## src/rtl/instr_mem_loader.sv

```systemverilog
// rtl/instr_mem_loader.sv - instruction RAM with a length-prefixed byte-stream program loader
// Holds the core in reset until N little-endian words are written, then serves Instr from PC.
module instr_mem_loader #(
    parameter int          ADDR_W    = 6,
    parameter logic [31:0] NOP_INSTR = 32'h0000_0013
) (
    input  logic              clk,
    input  logic              reset,
    input  logic              rx_valid,
    input  logic [7:0]        rx_data,
    output logic              rx_ready,
    input  logic [31:0]       PC,
    output logic [31:0]       Instr,
    output logic              cpu_reset,
    output logic              load_done,
    output logic              load_err,
    output logic [ADDR_W:0]   word_count
);
    localparam int MEM_WORDS = 2 ** ADDR_W;

    typedef enum logic [2:0] {S_LEN0, S_LEN1, S_DATA, S_RUN, S_ERR} state_t;

    state_t              state_q, state_d;
    logic [7:0]          len_lo_q, len_lo_d;
    logic [ADDR_W:0]     n_q, n_d;
    logic [1:0]          byte_idx_q, byte_idx_d;
    logic [23:0]         bytes_q, bytes_d;
    logic [ADDR_W-1:0]   wr_addr_q, wr_addr_d;
    logic [ADDR_W:0]     word_count_q, word_count_d;

    logic [31:0]         mem [MEM_WORDS];

    logic                xfer;
    logic [15:0]         n_full;
    logic                n_ok;
    logic                word_done;
    logic                last_word;
    logic [ADDR_W-1:0]   rd_idx;
    logic                rd_hit;

    assign xfer      = rx_valid && rx_ready;
    assign n_full    = {rx_data, len_lo_q};
    // Full 16-bit compare so N = MEM_WORDS+1 cannot alias into range.
    assign n_ok      = (n_full != 16'd0) && (n_full <= 16'(MEM_WORDS));
    assign word_done = xfer && (state_q == S_DATA) && (byte_idx_q == 2'd3);
    assign last_word = ((word_count_q + (ADDR_W+1)'(1)) == n_q);

    always_ff @(posedge clk) begin
        if (reset) begin
            state_q      <= S_LEN0;
            len_lo_q     <= 8'd0;
            n_q          <= '0;
            byte_idx_q   <= 2'd0;
            bytes_q      <= 24'd0;
            wr_addr_q    <= '0;
            word_count_q <= '0;
        end else begin
            state_q      <= state_d;
            len_lo_q     <= len_lo_d;
            n_q          <= n_d;
            byte_idx_q   <= byte_idx_d;
            bytes_q      <= bytes_d;
            wr_addr_q    <= wr_addr_d;
            word_count_q <= word_count_d;
        end
    end

    always_comb begin
        state_d = state_q;
        case (state_q)
            S_LEN0:  if (xfer) state_d = S_LEN1;
            S_LEN1:  if (xfer) state_d = n_ok ? S_DATA : S_ERR;
            S_DATA:  if (word_done && last_word) state_d = S_RUN;
            S_RUN:   state_d = S_RUN;
            S_ERR:   state_d = S_ERR;
            default: state_d = S_ERR;
        endcase
    end

    always_comb begin
        len_lo_d     = len_lo_q;
        n_d          = n_q;
        byte_idx_d   = byte_idx_q;
        bytes_d      = bytes_q;
        wr_addr_d    = wr_addr_q;
        word_count_d = word_count_q;
        if (xfer) begin
            case (state_q)
                S_LEN0: len_lo_d = rx_data;
                S_LEN1: if (n_ok) n_d = n_full[ADDR_W:0];
                S_DATA: begin
                    byte_idx_d = byte_idx_q + 2'd1;
                    bytes_d    = {rx_data, bytes_q[23:8]};
                    if (word_done) begin
                        word_count_d = word_count_q + (ADDR_W+1)'(1);
                        // Stop advancing on the final word so wr_addr never wraps.
                        if (!last_word) wr_addr_d = wr_addr_q + ADDR_W'(1);
                    end
                end
                default: ;
            endcase
        end
    end

    always_comb begin
        rx_ready  = 1'b0;
        cpu_reset = 1'b1;
        load_done = 1'b0;
        load_err  = 1'b0;
        case (state_q)
            S_LEN0, S_LEN1, S_DATA: rx_ready = 1'b1;
            S_RUN: begin
                cpu_reset = 1'b0;
                load_done = 1'b1;
            end
            S_ERR:   load_err = 1'b1;
            default: ;
        endcase
    end

    always_ff @(posedge clk) begin
        if (!reset && word_done) mem[wr_addr_q] <= {rx_data, bytes_q};
    end

    assign word_count = word_count_q;
    assign rd_idx     = PC[ADDR_W+1:2];
    assign rd_hit     = (state_q == S_RUN) && (PC[1:0] == 2'b00) &&
                        (PC[31:ADDR_W+2] == '0) && ({1'b0, rd_idx} < word_count_q);
    assign Instr      = rd_hit ? mem[rd_idx] : NOP_INSTR;
endmodule

```

## config.mk

```make
export PLATFORM = sky130hd
export DESIGN_NAME = instr_mem_loader
export DESIGN_NICKNAME = d
export VERILOG_FILES = /design/src/rtl/instr_mem_loader.sv
export SDC_FILE = /design/constraint.sdc
export NUM_CORES = 2
export LEC_CHECK = 0
export ABC_AREA = 0
export CORE_MARGIN = 1
export CORE_UTILIZATION = 62
export CTS_CLUSTER_SIZE = 28
export DETAILED_ROUTE_END_ITERATION = 12
export PLACE_DENSITY = 0.79
export SYNTH_ARGS = -nofsm -noshare
export SYNTH_HDL_FRONTEND = slang
export SYNTH_SLANG_ARGS = --single-unit
```

## constraint.sdc

```tcl
create_clock -name clk -period 3.95 [get_ports clk]
set_input_delay 0.79 -clock clk [delete_from_list [all_inputs] [get_ports clk]]
set_output_delay 0.79 -clock clk [all_outputs]
set_load 0.005 [all_outputs]
```

==> metrics.csv <==
stage;metric;value;unit
synthesis;#FFs+latches synth;2105;
clock_tree;number of buffers created by CTS;194;
clock_tree;CTS Sinks;2105;
timing;Final TNS setup;-4.307;ns
synthesis;Post-Syn Area;81590;um^2
run_status;failing checks;negative setup slack;
layout;share of layout cells above drive strength 1;32.52;%
worst_hold_path;min-delay worst type;flop to flop;
layout;cell area after layout;95620;um^2
synthesis;Synth Area per Inst;20.87;um^2
global_route;initial antenna violation count;8;
floorplan;num rows;132;
route;DR WL/cell;37.50;um
clock_tree;clock root cell;clkbuf_16;
synthesis;EDFF count, synth;2048;
route;post-DR vias/cell;7.244;
power;peak supply drop;0.5379;mV
floorplan;Die Ht;364.8;um
timing;Final min period;4.217;ns
timing;Fin. Hold Viols;0;
timing;unrepaired setup endpoints after global routing;true;
global_route;final global-route overflow total;0;
setup_path;crit-path max FO;6;
place;RD Place Congestion;0.9017;
setup_path;Critical Path AT;3.43;ns
layout;area delta synth->final;17.21;%
setup_path;crit end category;primary output;
global_route;vias in the first global route;46366;
timing;Max transition margin;9.834;%
route;# DRC;0;
route;routed via count;46289;
route;routed wire length;239600;um
global_route;first-pass GRT wire length;336100;um
clock_tree;H-tree Lvls;4;
route;First-pass DRT Iterations;6;
timing;Clock Skews;0.04326;ns
place;Final HPWL DP;132400;um
clock_tree;CTS tree;built;
global_route;GR Util All Layers;36.63;%
floorplan;Initial Utilization;62.77;%
power;Leak;0.03230;uW
layout;NumNets Final;4532;
synthesis;syn nets;3961;
layout;Filler Cell Count;6736;
clock_tree;Max Buffers Root-to-Sink;3;
synthesis;post-synth cell types;73;
power;pwr dens;461.4;nW/um^2
place;Post-DP Area;88790;um^2
clock_tree;clk_lat worst skew;0.85;ns
run_status;status;finished with violations;
route;Starting DRT DRC Count;8693;
timing;Final Max Tran Viols;0;
timing;FMAX;0.2372;GHz
setup_path;critical path class;flop to primary output;
synthesis;Syn Inst Count;3910;
synthesis;total number of yosys warnings;0;
global_route;largest net degree at the start of global routing;67;
setup_path;Worst Setup Start Kind;flop;
synthesis;main flop type after synthesis;edfxtp_1;
timing;final worst slack;-0.2667;ns
place;Port-buffer cells;85;
route;Post-DRT Antenna Nets;0;
setup_path;Critical Path RT;3.16;ns
timing;Worst-Margin Slew;1.352;ns
floorplan;die area;133000;um^2
timing;final setup fails;30;
synthesis;share of the yosys chip area belonging to registers;76.78;%
floorplan;# IOs;86;
job;MaxCap Viol Count;0;
floorplan;Die X;364.8;um
synthesis;Post-synth ARST share;0;%
floorplan;Core ar.;130000;um^2
timing;Final period util;106.8;%
clock_tree;Reg clk slew, reported paths;0.06;ns
[cell usage after synthesis (all sizes together) (6+ instances only)]
| library cell | count | area (um^2) |
|---|---|---|
| o22ai | 11 | 68.82 |
| and2 | 9 | 56.30 |
| or3 | 8 | 50.05 |
| nand2b | 12 | 75.07 |
| inv | 14 | 52.55 |
| buf | 137 | 1008 |
| a211oi | 9 | 67.56 |
| nor2 | 138 | 528.0 |
| o31ai | 9 | 72.57 |
| nand2 | 117 | 439.2 |
| o21a | 6 | 45.04 |
| a22oi | 79 | 593.1 |
| a221o | 15 | 150.1 |
| o211ai | 18 | 135.1 |
| a221oi | 36 | 321.6 |
| dfxtp | 57 | 1141 |
| nand3 | 54 | 275.3 |
| clkbuf | 90 | 337.8 |
| mux4 | 433 | 9752 |
| or4 | 6 | 48.80 |
| nor2b | 13 | 81.33 |
| nor3 | 19 | 95.09 |
| edfxtp | 2048 | 61500 |
| ha | 8 | 100.1 |
| xnor2 | 10 | 87.58 |
| nor4 | 7 | 43.79 |
| mux2 | 59 | 664.4 |
| o21ai | 76 | 380.4 |
| nand4 | 15 | 93.84 |
| a31oi | 17 | 106.4 |
| a21oi | 95 | 475.5 |
| mux2i | 189 | 1892 |
| o221ai | 29 | 254.0 |
| a22o | 7 | 61.31 |
[critical path: stages, from the launching register on]
cell and delay (ns):
dfxtp_2 0.33, inv_2 0.05, ha_4 0.26, nor2b_4 0.14
nand3_2 0.08, o31ai_4 0.60, nor2_4 0.12, buf_12 0.19
buf_8 0.13, buf_12 0.13, buf_16 0.13, buf_4 0.13
nand3_2 0.06, nand3_2 0.08, buf_2 0.14
[metal layers]
| metal | global-route usage (%) | wire length [um] | vias up |
|---|---|---|---|
| li1 | - | - | 17513 |
| met1 | 47.98 | 75790 | 23245 |
| met2 | 55.82 | 111100 | 4553 |
| met3 | 9.952 | 36190 | 968 |
| met4 | 21.51 | 16470 | 10 |
| met5 | 0 | 67 | - |
[area by class of cell]
cell class / count / area [um^2] / share of cell area [%]
clock inverter: 110 / 745.7 / 0.7798
antenna: 1 / 2.502 / 0.002617
sequential: 2105 / 62680 / 65.54
multi-input combinational: 1562 / 18510 / 19.36
timing repair buffer: 602 / 6187 / 6.470
inverter: 16 / 60.06 / 0.06281
clock buffer: 252 / 5260 / 5.501
tap: 1742 / 2180 / 2.279
[cells in the final DEF, fill, tap and decap left out, types with 28 or more instances in the layout]
cell type and n:
buf_12 108, dfxtp_1 29, mux2i_1 189, mux4_2 433, clkbuf_16 200, o221ai_1 29, buf_6 35, nand2_1 116
nor2_4 66, buf_2 31, a21oi_1 93, nor2_1 68, o21ai_0 66, edfxtp_1 2048, a22oi_1 76, buf_4 378
clkinv_1 46, clkinv_2 45, nand3_1 36, clkbuf_1 46, a221oi_1 30, dfxtp_2 28, mux2_2 59
[power by group]
| group | switching [uW] | internal, uW | leakage [uW] |
|---|---|---|---|
| combinational | 1120 | 745 | 0.00886 |
| clock | 8260 | 9790 | 0.00296 |
| sequential | 9.45 | 24200 | 0.0205 |
[stage by stage]
step	std cells	total power, uW	worst slack [ns]	hold WS (ns)	util [%]
final	6390	44120	-0.2667	0.4692	73.57
after global routing	6389	44930	-0.2842	0.4910	73.57
after CTS	6386	44020	-0.2508	0.4617	73.47
after detailed placement	6000	26420	-0.8112	0.4513	68.31
after global placement	6000	26390	-0.8590	0.4319	68.31
after floorplan	3910	25560	0.2904	0.4370	-
[logic make-up (layout without fill, tap and decap cells)]
group	Yosys count	after routing	synth area share, %
buf+inv	243	980	1.724
fa+ha+maj	8	8	0.1227
compound gates	438	438	3.736
flops	2105	2105	76.78
simple gates	422	422	2.414
mux	681	681	15.09
xor+xnor	13	13	0.1396
other cells	0	1	0
[what timing repair did]
item | CTS | global route
hold buffers | 0 | 0
buffers inserted | 18 | 7
gates cloned | 6 | 0
pin swaps | 35 | 17
endpoints found under the setup margin | 32 | 32
resized for setup | 231 | 46
[path summary, 6_finish.rpt]
kind	startpoint	to	slack (ns)	cells past startpoint
max	word_count[5]	Instr[11]	-0.27	14
min	len_lo_q[7]	len_lo_q[7]	0.47	2
max reg2reg	state_q[2]	mem[0][8]	0.76	8
min reg2reg	len_lo_q[7]	len_lo_q[7]	0.47	2
[sequential cells by signal (all words and copies together) (netlist names)]
signal      count
state_q         3
word_count      7
mem          2048
n_q             7
byte_idx_q      2
wr_addr_q       6
bytes_q        24
len_lo_q        8
Power figures use the tool's default switching activity.
